==> src/rtl/imem_loader.sv <==
// rtl/imem_loader.sv - byte-stream loader that fills instruction memory and holds the CPU until a good checksum
// Stream format: count N, then N {hi, lo} word pairs, then a checksum byte making the 8-bit sum zero.
module imem_loader #(
  parameter int unsigned TIMEOUT_CYCLES = 1024
) (
  input  logic        clk,
  input  logic        reset,
  input  logic        start,
  input  logic        in_valid,
  input  logic [7:0]  in_data,
  output logic        in_ready,
  output logic        wr_en,
  output logic [7:0]  wr_addr,
  output logic [15:0] wr_data,
  output logic        cpu_hold,
  output logic        done,
  output logic        error
);

  localparam int unsigned IW = (TIMEOUT_CYCLES > 1) ? $clog2(TIMEOUT_CYCLES + 1) : 1;
  localparam logic [IW-1:0] TMO = IW'(TIMEOUT_CYCLES);

  typedef enum logic [2:0] {
    S_IDLE, S_LEN, S_HI, S_LO, S_CHK, S_DONE, S_ERR
  } state_t;

  state_t        state_q, state_d;
  logic [7:0]    acc_q, acc_d;
  logic [7:0]    cnt_q, cnt_d;
  logic [7:0]    hi_q, hi_d;
  logic [7:0]    addr_q, addr_d;
  logic [IW-1:0] idle_q, idle_d;
  logic [IW-1:0] idle_inc;
  logic          wr_en_q, wr_en_d;
  logic [7:0]    wr_addr_q, wr_addr_d;
  logic [15:0]   wr_data_q, wr_data_d;
  logic [7:0]    sum;
  logic          accept;

  assign accept   = in_valid & in_ready;
  assign sum      = acc_q + in_data;
  assign idle_inc = idle_q + 1'b1;

  always_ff @(posedge clk or negedge reset) begin
    if (!reset) begin
      state_q   <= S_IDLE;
      acc_q     <= '0;
      cnt_q     <= '0;
      hi_q      <= '0;
      addr_q    <= '0;
      idle_q    <= '0;
      wr_en_q   <= 1'b0;
      wr_addr_q <= '0;
      wr_data_q <= '0;
    end else begin
      state_q   <= state_d;
      acc_q     <= acc_d;
      cnt_q     <= cnt_d;
      hi_q      <= hi_d;
      addr_q    <= addr_d;
      idle_q    <= idle_d;
      wr_en_q   <= wr_en_d;
      wr_addr_q <= wr_addr_d;
      wr_data_q <= wr_data_d;
    end
  end

  always_comb begin
    state_d   = state_q;
    acc_d     = acc_q;
    cnt_d     = cnt_q;
    hi_d      = hi_q;
    addr_d    = addr_q;
    idle_d    = idle_q;
    wr_en_d   = 1'b0;
    wr_addr_d = wr_addr_q;
    wr_data_d = wr_data_q;
    case (state_q)
      S_IDLE, S_DONE, S_ERR: begin
        if (start) begin
          state_d   = S_LEN;
          acc_d     = '0;
          cnt_d     = '0;
          addr_d    = '0;
          wr_addr_d = '0;
          idle_d    = '0;
        end
      end
      S_LEN: begin
        if (accept) begin
          cnt_d   = in_data;
          acc_d   = sum;
          state_d = (in_data == 8'd0) ? S_CHK : S_HI;
        end
      end
      S_HI: begin
        if (accept) begin
          hi_d    = in_data;
          acc_d   = sum;
          state_d = S_LO;
        end
      end
      S_LO: begin
        if (accept) begin
          acc_d     = sum;
          wr_en_d   = 1'b1;
          wr_data_d = {hi_q, in_data};
          wr_addr_d = addr_q;
          addr_d    = addr_q + 8'd1;
          cnt_d     = cnt_q - 8'd1;
          state_d   = (cnt_q == 8'd1) ? S_CHK : S_HI;
        end
      end
      S_CHK: begin
        if (accept) begin
          acc_d   = sum;
          state_d = (sum == 8'd0) ? S_DONE : S_ERR;
        end
      end
      default: state_d = S_IDLE;
    endcase
    // An acceptance on the timeout edge wins, so the check only runs on idle cycles.
    if (in_ready) begin
      if (accept) begin
        idle_d = '0;
      end else begin
        idle_d = idle_inc;
        if ((TIMEOUT_CYCLES != 0) && (idle_inc == TMO)) begin
          state_d = S_ERR;
        end
      end
    end
  end

  always_comb begin
    in_ready = 1'b0;
    cpu_hold = 1'b0;
    done     = 1'b0;
    error    = 1'b0;
    case (state_q)
      S_LEN, S_HI, S_LO, S_CHK: begin
        in_ready = 1'b1;
        cpu_hold = 1'b1;
      end
      S_DONE: done = 1'b1;
      S_ERR: begin
        error    = 1'b1;
        cpu_hold = 1'b1;
      end
      default: ;
    endcase
  end

  assign wr_en   = wr_en_q;
  assign wr_addr = wr_addr_q;
  assign wr_data = wr_data_q;

endmodule
==> config.mk <==
export PLATFORM = sky130hd
export DESIGN_NAME = imem_loader
export DESIGN_NICKNAME = d
export VERILOG_FILES = /design/src/rtl/imem_loader.sv
export SDC_FILE = /design/constraint.sdc
export NUM_CORES = 1
export LEC_CHECK = 0
export CORE_ASPECT_RATIO = 0.5
export CORE_UTILIZATION = 55
export DETAILED_ROUTE_END_ITERATION = 10
export DONT_BUFFER_PORTS = 1
export HOLD_SLACK_MARGIN = 0.08
export PLACE_DENSITY = 0.81
export SYNTH_ARGS = -nofsm -noshare
export SYNTH_HDL_FRONTEND = slang
export SYNTH_SLANG_ARGS = --single-unit
==> constraint.sdc <==
create_clock -name clk -period 3 [get_ports clk]
set_clock_uncertainty 0.05 [all_clocks]
set_input_delay 0.6 -clock clk [delete_from_list [all_inputs] [get_ports clk]]
set_output_delay 0.6 -clock clk [all_outputs]
set_load 0.01 [all_outputs]
==> impl_results.md, run 1 <==
* Number of top-level design ports at roughly 40
* Mean number of vias per cell at a little under 6
* Estimated wirelength of the detail-placed design at 5610 µm
* Clock Latency Late Sink at between 0.3 and 0.4 ns
* Sequential cell area fraction in the yosys report at 46.4%
* Power density relative to cell area at around 1000 mW/mm²
* Fraction of power consumed by sequential logic at 39.1%
* Most common cell in the netlist: nand2_1
* Register bit count reported by yosys at approximately 70
* Last weighted congestion value of the routability-driven placer at 0.863
* Number of distinct library cell variants in the gate-level netlist after synthesis at 53
* Cell types occupying the most area after synthesis: dfrtp_1, nand2_1, ha_1
* Dominant cell type by area after synthesis: dfrtp_1
* Data arrival time of the critical path at 2.66 ns
* Seq. cell area at 0.00178 mm²
* Post-synthesis instance area at around 0.0038 mm²
* Worst-case register-to-register setup slack at 0.50 ns
* Routed wirelength normalized by instance count at 15.9 µm
* Vias in the first global route at 2805
* Initial DRC Count at ~250
* Number of enable flip-flop cells after synthesis at 0
* Tmin final at about 2.5 ns
* DIE WIDTH at 120 µm
* Reg-to-reg critical path endpoint: state_q[1]
* Clock-pin transition on the worst setup and hold timing paths at 0.06 ns
* Port Buf Inserts at 0
* Worst path top cell family by delay: compound AO/OA/AOI/OAI gates
* Synth warn at 0
* Area enclosed by the die boundary at ~0.0073 mm²
* Number of cell instances on the worst register-to-register path at 8
* Synth Net Count at 450
* Nets@finish at between 400 and 500
* Flip-flop cell with the highest count after synthesis: dfrtp_1
* Antenna Diode Count at 0
* Worst Setup End Kind: flip-flop
* Total congestion overflow at 0
* Required time at the worst-slack endpoint at approximately 3.2 ns
* Combined area of the multi-input logic cells at 0.00192 mm²
* Maximum number of pins on one net before global-route repair at a little over 70
* Max-slew headroom at the worst pin at 54.3%
* Count of final max-slew check failures at 0
* CP Depth at 8
* Average instance area after synthesis at ~9 µm²
* Clock tree from TritonCTS: yes
* Sw power at approximately 0.0017 W
* Highest clock frequency the design can meet at 400 MHz
* Count of filler cells inserted in the layout at 523
* Number of buffers created by CTS at 9
* Clock root buffer master: clkbuf_16
* Worst reg2reg path startpoint: acc_q[0]
* Critical Path, Cell by Cell: ha_1 > fa_1 > a211oi_1 > nor2_1 > xor2_1 > nor3_1 > nand3_1 > a211o_1
* Number of search-and-repair iterations in the first detailed-routing pass at 5
* Worst vdd ir at 388 µV
* Hold Violations, Final at 0
* Final period utilization at 83.4%
* Chip height at 61.0 µm
* Synthesis-to-layout area growth at 9.60%
* Maximum fanout along the worst path at 3
* Finish-stage setup viols at 0
* Leak Pwr at 1.85 nW
* Worst Path Class, Setup: reg -> reg
* Fraction of final layout cells sized beyond drive strength 1 at 8.20%
* Max-cap violation count at 0
* Total DRC errors in the routed layout at 0
* Finished Cell Area at between 0.004 and 0.005 mm²
* Classification of the worst-slack hold path: in -> async
* Initial Util at 57.2%
* Biggest cell delay along the critical path at 0.41 ns
* Asr flop ratio synth at 100%
* CTS Sinks at 71
* CTS Buffer Depth at 2
* Global-route wire length before repair at 13500 µm
* Most common library cells after synthesis: nand2_1, dfrtp_1, nor2_1
* Antenna violations before repair at 0
* Worst Setup Start Kind: flip-flop
* Power Internal at roughly 0.0025 W
* Part of the power in the clock network at a little under a quarter
* Synthesized instance count at 426
* Gate power share at between 30% and 40%
* Run status: complete, no violations
* Vias at a little over 3k
* CTS HTree Levels at 3
* Number of placement rows at 21
* Detailed Route WL at 8260 µm
* Antenna Nets Post-Route at 0
* CP bufs+invs at 0
* Overall global routing resource usage at 24.5%
* Switching share of power at between 40% and 50%
* Final setup TNS at 0 ns
* Placeable core area at 0.00670 mm²
* RSZ-0062 raised after global routing: false
* Crit-path slowest cell: fa_1
* Fraction of post-synthesis cell area in the top cell type by area at a little under half
* Transition at the pin with the smallest max-transition slack at between 0.6 and 0.7 ns
* Post-Place Cell Area at roughly 0.0039 mm²
==> power groups by stage <==
stage	Combinational, W	Clock, W	Sequential, W
after floorplan	0.00131	0	0.00151
after detailed placement	0.00151	0	0.00164
final	0.00155	0.000989	0.00164
after global routing	0.00176	0.00105	0.00168
after CTS	0.00155	0.00101	0.00163
after global placement	0.00146	0	0.00163
==> layout make-up <==
type / count / area share [%]
tap: 92 / 2.74
multi-input combinational: 325 / 45.7
inverter: 7 / 0.626
timing repair buffer: 8 / 1.91
sequential: 71 / 42.3
clock buffer: 10 / 5.69
clock inverter: 6 / 1.04
==> through the flow <==
stage	util, %	total power [W]	hold slack, ns	instances	setup slack, ns
finish	62.7	0.00418	0.0858	519	0.497
global route	62.7	0.00449	0.109	519	0.351
CTS	62.7	0.00419	0.109	519	0.504
detailed placement	58.0	0.00315	0.255	502	0.302
global placement	58.0	0.00309	0.255	502	0.394
floorplan	-	0.00282	0.254	426	0.517
==> state kept, by name, summed over array words and instances, names as in the netlist <==
| name | cells |
|---|---|
| acc_q | 8 |
| addr_q | 8 |
| cnt_q | 8 |
| hi_q | 8 |
| idle_q | 11 |
| state_q | 3 |
| wr_addr | 8 |
| wr_data | 16 |
| wr_en | 1 |
==> placed cells by master (no fill, tap or decap), types with 8 or more instances in the layout <==
| cell | n |
|---|---|
| dfrtp_1 | 71 |
| nor3_1 | 8 |
| a31oi_1 | 9 |
| clkbuf_16 | 9 |
| nand4_1 | 8 |
| a21oi_1 | 12 |
| nor2_1 | 27 |
| nand2_1 | 93 |
| ha_1 | 11 |
| nor2b_1 | 11 |
| o21ai_1 | 26 |
| nand3_1 | 10 |
| o21ai_0 | 23 |
==> per-layer routing <==
| metal | track usage, % | part of all wire [%] | vias up |
|---|---|---|---|
| met5 | 0 | 0 | - |
| met3 | 6.94 | 5.3 | 11 |
| met1 | 32.3 | 48 | 1498 |
| met4 | 7.50 | 1.5 | 0 |
| met2 | 40.2 | 46 | 81 |
| li1 | - | - | 1493 |
==> worst max-delay path by stage <==
stage               start          to  slack [ns]
2_1_floorplan  in_data[0]  state_q[1]        0.52
3_3_place_gp   in_data[0]  state_q[1]        0.39
3_5_place_dp   in_data[0]  state_q[1]        0.30
4_1_cts          acc_q[0]  state_q[1]        0.50
5_1_grt          acc_q[0]  state_q[1]        0.35
6_report         acc_q[0]  state_q[1]        0.50
==> cell families after synthesis <==
group / count (synthesis) / share of synthesized area, %
AND/OR/NAND/NOR: 187 / 23.3
AO/OA/AOI/OAI: 104 / 17.0
flip-flops: 71 / 46.4
buffers and inverters: 30 / 3.56
adder cells (fa/ha/maj): 13 / 4.41
XOR/XNOR: 12 / 2.74
multiplexers: 9 / 2.61
==> repair_timing <==
item                      CTS  global route
buffers inserted            0             0
hold endpoints to repair   71             0
resized for setup           0             0
hold buffers                1             0
(Power assumes the default switching activity.)
==> run 2, diff against run 1 <==
--- a/config.mk
+++ b/config.mk
@@ -10,7 +10,7 @@
 export DETAILED_ROUTE_END_ITERATION = 10
 export DONT_BUFFER_PORTS = 1
 export HOLD_SLACK_MARGIN = 0.08
-export PLACE_DENSITY = 0.81
+export PLACE_DENSITY = 0.84
 export SYNTH_ARGS = -nofsm -noshare
 export SYNTH_HDL_FRONTEND = slang
 export SYNTH_SLANG_ARGS = --single-unit
==> constraint.sdc (replaced) <==
create_clock -name clk -period 2.3 [get_ports clk]
set_clock_uncertainty 0.05 [all_clocks]
set_input_delay 0.46 -clock clk [delete_from_list [all_inputs] [get_ports clk]]
set_output_delay 0.46 -clock clk [all_outputs]
set_load 0.01 [all_outputs]
==> impl_results.md, run 2 (synthesis gave the netlist of run 1 again) <==
* Run status: complete, no violations
* Total DRC errors in the routed layout at 0
* Clock-pin transition on the worst setup and hold timing paths at 0.06 ns
* Finish-stage setup viols at 0
* Number of cell instances on the worst register-to-register path at 7
* Worst vdd ir at 564 µV
* Worst Setup End Kind: flip-flop
* Finished Cell Area at 0.00432 mm²
* Power density relative to cell area at 1350 mW/mm²
* Data arrival time of the critical path at 2.42 ns
* Area enclosed by the die boundary at 0.00732 mm²
* Worst Setup Start Kind: flip-flop
* Classification of the worst-slack hold path: in -> reg
* CP bufs+invs at 0
* Hold slack at approximately 0.18 ns
* Switching share of power at 39.5%
* Chip height at 61.0 µm
* Leak Pwr at roughly 1.9 nW
* Capture point of the worst path: state_q[1]
* Post-Place Cell Area at 0.00395 mm²
* Clock Latency Late Sink at roughly 0.34 ns
* Number of top-level design ports at 41
* Detailed Route WL at about 8900 µm
* Number of search-and-repair iterations in the first detailed-routing pass at 4
* Mean number of vias per cell at 6.00
* Critical Path, Cell by Cell: ha_2 > fa_2 > xor2_1 > or3_1 > nor3_2 > nand3_1 > a211o_1
* Vias at 3157
* Global-route wire length before repair at 13900 µm
* Nets@finish at 454
* Final Worst Setup Slack at 0.0447 ns
* Crit path from: acc_q[0]
* Antenna Diode Count at 0
* Crit-path slowest cell: dfrtp_1
* Worst path top cell family by delay: simple AND/OR/NAND/NOR gates
* Gate power share at 38.6%
* Worst Path Class, Setup: reg -> reg
* Initial Util at approximately 57%
* Reg-to-reg critical path endpoint: state_q[1]
* Synthesis-to-layout area growth at 12.8%
* Max-slew headroom at the worst pin at 64.7%
* Fraction of final layout cells sized beyond drive strength 1 at a little over a tenth
* Instance count along the most critical hold path at 2
* Fraction of power consumed by sequential logic at 36.1%
* Initial DRC Count at 253
* DIE WIDTH at 120 µm
* Part of the power in the clock network at 25.4%
* Required time at the worst-slack endpoint at 2.46 ns
* Most frequent standard cell in the layout excluding fill and tap cells: nand2_1
* Clock tree from TritonCTS: yes
* Overall global routing resource usage at approximately 25%
* Flip-flop count of the largest register after layout at 16
* Max-cap violation count at 0
* Clock root buffer master: clkbuf_16
* Antenna Nets Post-Route at 0
* CTS Buffer Depth at 2
* Final setup TNS at 0 ns
* Number of buffers created by CTS at 9
* Antenna violations before repair at 0
* Hold Violations, Final at 0
* Biggest cell delay along the critical path at ~0.38 ns
* Worst-case register-to-register setup slack at 0.04 ns
* Transition at the pin with the smallest max-transition slack at 0.527 ns
* Final period utilization at 98.1%
* Highest clock frequency the design can meet at roughly 440 MHz
* Count of filler cells inserted in the layout at between 500 and 600
* Port Buf Inserts at 0
* Sw power at 0.00230 W
* Overall power of the completed layout at roughly 0.0058 W
* Total congestion overflow at 0
* CP Depth at 7
* Placeable core area at 0.00670 mm²
* Post-place setup slack at -0.0347 ns
* Vias in the first global route at around 2.9k
* Estimated wirelength of the detail-placed design at 5820 µm
* CTS HTree Levels at 3
* Tmin final at 2.26 ns
* Most frequent cells in the layout: nand2_1, dfrtp_1, nor2_1
* Maximum number of pins on one net before global-route repair at 72
* Number of placement rows at 21
* Count of final max-slew check failures at 0
* Worst reg2reg path startpoint: acc_q[0]
* Power Internal at ~0.0035 W
* Maximum fanout along the worst path at 2
* Routed wirelength normalized by instance count at 16.9 µm
* Last weighted congestion value of the routability-driven placer at 0.881
* RSZ-0062 raised after global routing: true
* CTS Sinks at between 70 and 80
* Post-CTS setup repair buffer count at 0
## run 2: cell count changes in the layout (fill, tap and decap cells not counted), sizes merged
cell,delta
buf,+7
bufinv,+2
clkbuf,-1
clkinv,-1
dlygate4sd3,+1
inv,-1
## run 2: layout make-up
cell class | instances | area (µm²) | share of cell area (%)
Multi-Input combinational cell | 325 | 1950 | 45.1
Inverter | 7 | 26.3 | 0.608
Sequential cell | 71 | 1780 | 41.1
Timing Repair Buffer | 16 | 143 | 3.30
Clock buffer | 9 | 225 | 5.21
Tap cell | 92 | 115 | 2.66
Clock inverter | 6 | 86.3 | 2.00
## run 2: how the worst min path moves through the flow
| stage | from | to | slack [ns] |
|---|---|---|---|
| floorplan | reset | acc_q[0] | 0.11 |
| global placement | reset | addr_q[6] | 0.12 |
| global route | in_data[2] | wr_data[2] | 0.18 |
| finish | in_data[2] | wr_data[2] | 0.18 |
| CTS | in_data[2] | wr_data[2] | 0.18 |
| detailed placement | reset | wr_addr[6] | 0.12 |
## run 2: per-stage QoR
stage               util, %  cells
floorplan                 -    426
global placement       59.0    509
detailed placement     59.0    509
CTS                    64.2    526
global route           64.5    526
finish                 64.5    526
## run 2: repair_timing
item                                    in CTS  in global routing
resized for setup                            0                  4
endpoints found under the hold margin       71                  0
endpoints found under the setup margin       0                  2
hold buffers                                 2                  0
## run 2: routing by layer
layer  GRT usage [%]  wire (µm)
met1            33.2       4060
met2            40.5       4170
met3            6.48        532
met4            9.64        104
met5               0          0
## run 2: power by group through the flow
stage | combinational, W | sequential, W | clock [W]
floorplan | 0.00173 | 0.00197 | 0
global placement | 0.00202 | 0.00209 | 0
detailed placement | 0.00211 | 0.00211 | 0
CTS | 0.00218 | 0.00209 | 0.00148
global route | 0.00249 | 0.00216 | 0.00154
finish | 0.00225 | 0.00210 | 0.00148
## run 2: worst register-to-register path, cell delays in order, from the launching register on
cell and delay, ns:
dfrtp_1 0.38, ha_2 0.19, fa_2 0.37, xor2_1 0.19
or3_1 0.33, nor3_2 0.22, nand3_1 0.09, a211o_1 0.30
